<file path="src/rtl/icache_pkg.sv">
// Shared types and sizing for the direct-mapped, one-word-per-frame instruction cache.
package icache_pkg;

    localparam int ICACHE_SETS  = 16;
    localparam int ICACHE_IDX_W = $clog2(ICACHE_SETS);
    localparam int ICACHE_TAG_W = 30 - ICACHE_IDX_W;

    typedef logic [31:0] word_t;

    typedef struct packed {
        logic [ICACHE_TAG_W-1:0] tag;
        logic [ICACHE_IDX_W-1:0] idx;
        logic [1:0]              bytoff;
    } icache_addr_t;

    typedef struct packed {
        logic                    valid;
        logic [ICACHE_TAG_W-1:0] tag;
        word_t                   data;
    } icache_frame_t;

    typedef enum logic {
        IDLE  = 1'b0,
        FETCH = 1'b1
    } icache_state_t;

    function automatic word_t word_align(input word_t a);
        return {a[31:2], 2'b00};
    endfunction

endpackage

</file>
<file path="src/rtl/icache_if.sv">
// Fetch-side and memory-controller-side signals of the instruction cache.
interface icache_if;
    import icache_pkg::*;

    logic  imemREN;
    word_t imemaddr;
    logic  flush;
    logic  ihit;
    word_t imemload;
    logic  iREN;
    word_t iaddr;
    logic  iwait;
    word_t iload;

    modport slave (
        input  imemREN, imemaddr, flush, iwait, iload,
        output ihit, imemload, iREN, iaddr
    );

    modport master (
        output imemREN, imemaddr, flush, iwait, iload,
        input  ihit, imemload, iREN, iaddr
    );

endinterface

</file>
<file path="src/rtl/icache.sv">
// Direct-mapped read-only instruction cache: same-cycle hits, single outstanding
// one-word fill on a miss, global invalidate on flush.
module icache
    import icache_pkg::*;
#(
    parameter int SETS = ICACHE_SETS
) (
    input  logic     CLK,
    input  logic     RST,
    icache_if.slave  cif
);

    localparam int IDX_W = $clog2(SETS);
    localparam int TAG_W = 30 - IDX_W;

    localparam logic [0:0] ST_IDLE  = 1'b0;
    localparam logic [0:0] ST_FETCH = 1'b1;

    logic [0:0]       state_r;
    word_t            miss_addr_r;
    logic [SETS-1:0]  valid_r;
    logic [TAG_W-1:0] tag_r  [SETS];
    word_t            data_r [SETS];

    logic [IDX_W-1:0] req_idx_s;
    logic [TAG_W-1:0] req_tag_s;
    logic [IDX_W-1:0] fill_idx_s;
    logic             hit_s;
    logic             fill_s;

    assign req_idx_s  = cif.imemaddr[IDX_W+1:2];
    assign req_tag_s  = cif.imemaddr[31:IDX_W+2];
    assign fill_idx_s = miss_addr_r[IDX_W+1:2];

    // Lookup: a hit is only possible while idle, and a fill only completes in FETCH.
    always_comb begin
        hit_s  = 1'b0;
        fill_s = 1'b0;
        if ((state_r == ST_IDLE) && cif.imemREN && valid_r[req_idx_s] &&
            (tag_r[req_idx_s] == req_tag_s)) begin
            hit_s = 1'b1;
        end else begin
            hit_s = 1'b0;
        end
        if ((state_r == ST_FETCH) && !cif.iwait && !cif.flush && !RST) begin
            fill_s = 1'b1;
        end else begin
            fill_s = 1'b0;
        end
    end

    // Output drive; everything is held at zero while reset is asserted.
    always_comb begin
        cif.ihit     = 1'b0;
        cif.imemload = 32'h0000_0000;
        cif.iREN     = 1'b0;
        cif.iaddr    = 32'h0000_0000;
        if (RST) begin
            cif.ihit     = 1'b0;
            cif.imemload = 32'h0000_0000;
            cif.iREN     = 1'b0;
            cif.iaddr    = 32'h0000_0000;
        end else begin
            cif.ihit     = hit_s && !cif.flush;
            cif.imemload = valid_r[req_idx_s] ? data_r[req_idx_s] : 32'h0000_0000;
            cif.iREN     = (state_r == ST_FETCH);
            cif.iaddr    = (state_r == ST_FETCH) ? miss_addr_r : 32'h0000_0000;
        end
    end

    // Control state: FSM, miss address latch and valid bits; flush discards a pending fill.
    always_ff @(posedge CLK) begin
        if (RST) begin
            state_r     <= ST_IDLE;
            miss_addr_r <= 32'h0000_0000;
            valid_r     <= '0;
        end else if (cif.flush) begin
            state_r <= ST_IDLE;
            valid_r <= '0;
        end else begin
            case (state_r)
                ST_IDLE: begin
                    if (cif.imemREN && !hit_s) begin
                        state_r     <= ST_FETCH;
                        miss_addr_r <= word_align(cif.imemaddr);
                    end
                end
                ST_FETCH: begin
                    if (!cif.iwait) begin
                        valid_r[fill_idx_s] <= 1'b1;
                        state_r             <= ST_IDLE;
                    end
                end
                default: begin
                    state_r <= ST_IDLE;
                end
            endcase
        end
    end

    // Tag and data storage carry no reset; valid alone qualifies their contents.
    always_ff @(posedge CLK) begin
        if (fill_s) begin
            tag_r[fill_idx_s]  <= miss_addr_r[31:IDX_W+2];
            data_r[fill_idx_s] <= cif.iload;
        end
    end

endmodule

</file>
<file path="src/flat_wrapper.sv">
// flat-port wrapper written by rule: the top's interface ports become plain ports
module icache_flat import icache_pkg::*;
#(
    parameter int SETS = ICACHE_SETS
)
  (CLK, RST, cif_imemREN, cif_imemaddr, cif_flush, cif_iwait, cif_iload, cif_ihit, cif_imemload, cif_iREN, cif_iaddr);
  icache_if cif_i ();
  input  logic CLK;
  input  logic RST;
  input wire logic [$bits(cif_i.imemREN)-1:0] cif_imemREN;
  input wire logic [$bits(cif_i.imemaddr)-1:0] cif_imemaddr;
  input wire logic [$bits(cif_i.flush)-1:0] cif_flush;
  input wire logic [$bits(cif_i.iwait)-1:0] cif_iwait;
  input wire logic [$bits(cif_i.iload)-1:0] cif_iload;
  output wire logic [$bits(cif_i.ihit)-1:0] cif_ihit;
  output wire logic [$bits(cif_i.imemload)-1:0] cif_imemload;
  output wire logic [$bits(cif_i.iREN)-1:0] cif_iREN;
  output wire logic [$bits(cif_i.iaddr)-1:0] cif_iaddr;
  assign cif_i.imemREN = cif_imemREN;
  assign cif_i.imemaddr = cif_imemaddr;
  assign cif_i.flush = cif_flush;
  assign cif_i.iwait = cif_iwait;
  assign cif_i.iload = cif_iload;
  assign cif_ihit = cif_i.ihit;
  assign cif_imemload = cif_i.imemload;
  assign cif_iREN = cif_i.iREN;
  assign cif_iaddr = cif_i.iaddr;
  icache #(.SETS(SETS)) u_core (.CLK(CLK), .RST(RST), .cif(cif_i));
endmodule
</file>
<file path="config.mk">
export PLATFORM = sky130hd
export DESIGN_NAME = icache_flat
export DESIGN_NICKNAME = d
export VERILOG_FILES = /design/src/rtl/icache_pkg.sv /design/src/rtl/icache_if.sv /design/src/rtl/icache.sv /design/src/flat_wrapper.sv
export SDC_FILE = /design/constraint.sdc
export NUM_CORES = 1
export LEC_CHECK = 0
export BUFFER_PORTS_ARGS = -buffer_cell sky130_fd_sc_hd__buf_4
export CORE_ASPECT_RATIO = 0.7
export CORE_MARGIN = 1.5
export CORE_UTILIZATION = 61
export DETAILED_ROUTE_END_ITERATION = 8
export PLACE_DENSITY = 0.88
export SYNTH_ARGS = -nofsm -noshare
export SYNTH_HDL_FRONTEND = slang
export SYNTH_SLANG_ARGS = --single-unit
</file>
<file path="constraint.sdc">
create_clock -name CLK -period 9.75 [get_ports CLK]
set_clock_uncertainty 0.2 [all_clocks]
set_input_delay 1.4625 -clock CLK [delete_from_list [all_inputs] [get_ports CLK]]
set_output_delay 1.4625 -clock CLK [all_outputs]
set_load 0.01 [all_outputs]
</file>
==> impl_metrics.prom <==
# TYPE chip_impl_metric gauge
chip_impl_info{name="worstReg2RegStart",value="u_core.tag_r[10][1]"} 1
chip_impl_metric{name="critical_path.max_fanout",unit=""} 83
chip_impl_metric{name="yosysWarningCount",unit=""} 0
chip_impl_info{name="most_common_cell_after_layout_fill_and_taps_aside",value="sky130_fd_sc_hd__edfxtp_1"} 1
chip_impl_metric{name="asyncSetResetFlopFracSynth",unit=""} 0
chip_impl_metric{name="grt_start_max_net_pins",unit=""} 84
chip_impl_info{name="library_cell_occupying_the_most_area_in_the_post_synthesis_netlist",value="sky130_fd_sc_hd__edfxtp_1"} 1
chip_impl_info{name="ctsRootBufferMaster",value="sky130_fd_sc_hd__clkbuf_16"} 1
chip_impl_metric{name="count_of_cells_resized_by_post_cts_repair",unit=""} 0
chip_impl_metric{name="timing.critical_path.required",unit="ns"} 8.09
chip_impl_metric{name="clk_latency",unit="ns"} 0.64
chip_impl_info{name="holdCritPathClass",value="register to register"} 1
chip_impl_metric{name="dp_cells",unit=""} 2572
chip_impl_metric{name="fp.dieArea",unit="um^2"} 63700
chip_impl_metric{name="fraction_of_layout_instances_using_a_drive_strength_above_1",unit=""} 0.303
chip_impl_metric{name="vdd_drop_max",unit="mV"} 0.153
chip_impl_metric{name="clock-sinks",unit=""} 975
chip_impl_metric{name="final_period_util",unit=""} 0.713
chip_impl_metric{name="p_leak",unit="nW"} 13.4
chip_impl_metric{name="h-tree-depth",unit=""} 3
chip_impl_metric{name="critical-path-max-stage-delay",unit="ns"} 0.67
chip_impl_metric{name="placementRows",unit=""} 76
chip_impl_metric{name="die-height",unit="um"} 212
chip_impl_metric{name="finalCriticalPeriod",unit="ns"} 6.95
chip_impl_metric{name="average_wire_per_cell_in_the_routed_design",unit="um"} 34.5
chip_impl_metric{name="max_freq",unit="MHz"} 144
chip_impl_info{name="crit_chain",value="buf_8, buf_12, mux4_2, mux2i_1, xnor2_1, mux2i_1, nand4_1, a2111oi_4, and3_1, buf_4"} 1
chip_impl_metric{name="r2r.worst_path.cells",unit=""} 9
chip_impl_metric{name="core_region_area",unit="um^2"} 61500
chip_impl_info{name="critical-path-top-cell-by-count",value="sky130_fd_sc_hd__mux2i_1"} 1
chip_impl_info{name="critical-path-slowest-cell",value="sky130_fd_sc_hd__buf_8"} 1
chip_impl_metric{name="syn-cell-area",unit="um^2"} 38000
chip_impl_metric{name="dr.first_iter.drc_count",unit=""} 3088
chip_impl_info{name="rsz0062_at_grt",value="no"} 1
chip_impl_metric{name="finish.cell_count_without_fillers",unit=""} 2731
chip_impl_metric{name="finalHoldViolCount",unit=""} 0
chip_impl_metric{name="starting_density_of_the_core",unit=""} 0.617
chip_impl_metric{name="antenna_found_initial",unit=""} 2
chip_impl_metric{name="ys_seq_area_frac",unit=""} 0.759
chip_impl_metric{name="timing.slew.headroom",unit=""} 0.200
chip_impl_metric{name="cts-buffers-inserted",unit=""} 86
chip_impl_info{name="critical_path.endpoint_type",value="output pin"} 1
chip_impl_metric{name="cp_data_arrival_time",unit="ns"} 5.29
chip_impl_metric{name="cts-hold-fix-buffers",unit=""} 0
chip_impl_metric{name="track_usage",unit=""} 0.301
chip_impl_metric{name="synth.ff_latch_count",unit=""} 975
chip_impl_metric{name="tns",unit="ns"} 0
chip_impl_info{name="cts_tree",value="built"} 1
chip_impl_metric{name="syn_avg_cell_area",unit="um^2"} 22.6
chip_impl_metric{name="buffer_levels_on_the_longest_clock_path",unit=""} 3
chip_impl_metric{name="globalplace.congestion",unit=""} 0.783
chip_impl_metric{name="setup.reg_to_reg.worst_slack",unit="ns"} 5.96
chip_impl_info{name="crit_type",value="input port to output pin"} 1
chip_impl_metric{name="timing_worst_slew_pin_value",unit="ns"} 1.20
chip_impl_metric{name="grt_first_pass_wirelength",unit="um"} 136000
chip_impl_metric{name="detail_route.vias_per_cell",unit=""} 7.04
chip_impl_metric{name="drv_cap",unit=""} 0
chip_impl_metric{name="detailroute.via_count",unit=""} 19230
chip_impl_info{name="critical_path.endpoint",value="cif_ihit"} 1
chip_impl_metric{name="clkSlewWorstSetupHoldPaths",unit="ns"} 0.06
chip_impl_metric{name="flow.area_growth_from_synthesis",unit="%"} 12.3
chip_impl_info{name="timing.rr.end",value="u_core.miss_addr_r[19]"} 1
chip_impl_metric{name="final_max_slew_viol_count",unit=""} 0
chip_impl_metric{name="die_width",unit="um"} 301
chip_impl_metric{name="powerDensity",unit="nW/um^2"} 196
chip_impl_metric{name="post_cts.repair.setup_buffers",unit=""} 0
chip_impl_metric{name="grt_pass1_vias",unit=""} 19807
chip_impl_info{name="layout_common_cells",value="sky130_fd_sc_hd__edfxtp_1, sky130_fd_sc_hd__mux4_2, sky130_fd_sc_hd__buf_4"} 1
chip_impl_info{name="run_status",value="finished, final reports clean"} 1
chip_impl_metric{name="globalRouteOverflowTotal",unit=""} 0
chip_impl_metric{name="hpwlAfterDp",unit="um"} 44000
chip_impl_metric{name="synth_enable_flop_cells",unit=""} 928
chip_impl_info{name="crit_path_start_kind",value="input port"} 1
chip_impl_metric{name="drc",unit=""} 0
chip_impl_metric{name="pin_count",unit=""} 135
chip_impl_info{name="worstSetupStartpoint",value="cif_imemaddr[2]"} 1
chip_impl_metric{name="finish.net_count",unit=""} 1910
chip_impl_metric{name="setup-violations-final",unit=""} 0
chip_impl_metric{name="ant_nets",unit=""} 0
chip_impl_info{name="synth-main-ff-cell",value="sky130_fd_sc_hd__edfxtp_1"} 1
chip_impl_metric{name="gate_count_after_technology_mapping",unit=""} 1680
chip_impl_metric{name="yosysUniqueCellTypes",unit=""} 47
chip_impl_metric{name="drt-total-wl",unit="um"} 94300
chip_impl_metric{name="holdWs",unit="ns"} 0.266
chip_impl_metric{name="first_pass_iters",unit=""} 6
chip_impl_metric{name="synth_top_area_share",unit=""} 0.734
chip_impl_metric{name="place.port_buffers",unit=""} 130
chip_impl_info{name="synth.area.top_cells",value="sky130_fd_sc_hd__edfxtp_1, sky130_fd_sc_hd__mux4_2, sky130_fd_sc_hd__dfxtp_1"} 1
## cells in the mapped netlist, types with 10 or more instances
library cell and number:
sky130_fd_sc_hd__nand2b_1 65, sky130_fd_sc_hd__xnor2_1 32, sky130_fd_sc_hd__nor2b_1 37, sky130_fd_sc_hd__nand2_1 10, sky130_fd_sc_hd__a21o_1 16, sky130_fd_sc_hd__buf_2 22
sky130_fd_sc_hd__mux4_2 270, sky130_fd_sc_hd__mux2i_1 78, sky130_fd_sc_hd__nor2_1 19, sky130_fd_sc_hd__and2_1 32, sky130_fd_sc_hd__clkbuf_1 36, sky130_fd_sc_hd__buf_4 13
sky130_fd_sc_hd__edfxtp_1 928, sky130_fd_sc_hd__dfxtp_1 47, sky130_fd_sc_hd__buf_6 10
## through the flow
stage / power (mW) / util / worst slack (ns) / cell area, um^2
6_report: 8.34 / 0.693 / 2.80 / 42600
5_1_grt: 8.53 / 0.693 / 2.61 / 42600
4_1_cts: 8.36 / 0.693 / 2.80 / 42600
3_5_place_dp: 5.05 / 0.648 / 3.01 / 39900
3_3_place_gp: 5.04 / 0.648 / 3.06 / 39900
2_1_floorplan: 4.93 / - / 2.45 / 38000
## flip-flops by register name, indices dropped and copies added (netlist names)
signal and flops:
u_core.data_r 512, u_core.miss_addr_r 30, u_core.state_r 1, u_core.tag_r 416, u_core.valid_r 16
## critical path, delay by kind of cell
family | cells | cell delay (ns)
buf+inv | 3 | 1.26
xor+xnor | 1 | 0.13
mux | 3 | 1.21
compound gates | 1 | 0.61
simple gates | 2 | 0.55
## how the worst min path moves through the flow
stage | startpoint | endpoint | slack (ns) | depth (start not counted)
2_1_floorplan | u_core.valid_r[10] | u_core.valid_r[10] | 0.22 | 1
3_3_place_gp | u_core.valid_r[14] | u_core.valid_r[14] | 0.23 | 1
3_5_place_dp | u_core.valid_r[10] | u_core.valid_r[10] | 0.24 | 1
4_1_cts | u_core.valid_r[1] | u_core.valid_r[1] | 0.26 | 1
5_1_grt | u_core.valid_r[6] | u_core.valid_r[6] | 0.29 | 1
6_report | u_core.valid_r[1] | u_core.valid_r[1] | 0.27 | 1
## metal layers
metal	GRT usage	share of wire	up-vias
li1	-	-	7294
met1	0.406	0.35	9963
met2	0.492	0.50	1671
met3	0.0587	0.11	300
met4	0.122	0.041	2
met5	0	0.00014	-
## area by class of cell
cell class / instances / area, um^2
Clock buffer: 117 / 2400
Clock inverter: 40 / 348
Fill cell: 3254 / 18900
Tap cell: 819 / 1020
Multi-Input combinational cell: 612 / 8750
Inverter: 3 / 11.3
Sequential cell: 975 / 28800
Timing Repair Buffer: 163 / 1270
Antenna cell: 2 / 5.00
## logic make-up (layout without fill, tap and decap cells)
kind of cell | after synthesis | in the layout | share of synthesized area
buffers and inverters | 94 | 323 | 0.0136
DFF | 975 | 975 | 0.759
other | 1 | 4 | 0.0000988
and+or+nand+nor | 187 | 187 | 0.0290
AOI/OAI and AO/OA | 38 | 38 | 0.00880
xor gates and xnor gates | 36 | 36 | 0.00831
muxes | 349 | 349 | 0.181
## where the power goes
| group | internal, mW | switching, mW |
|---|---|---|
| clock network | 1.87 | 1.49 |
| registers | 4.59 | 0.0300 |
| logic | 0.168 | 0.198 |
Power figures use the tool's default switching activity.
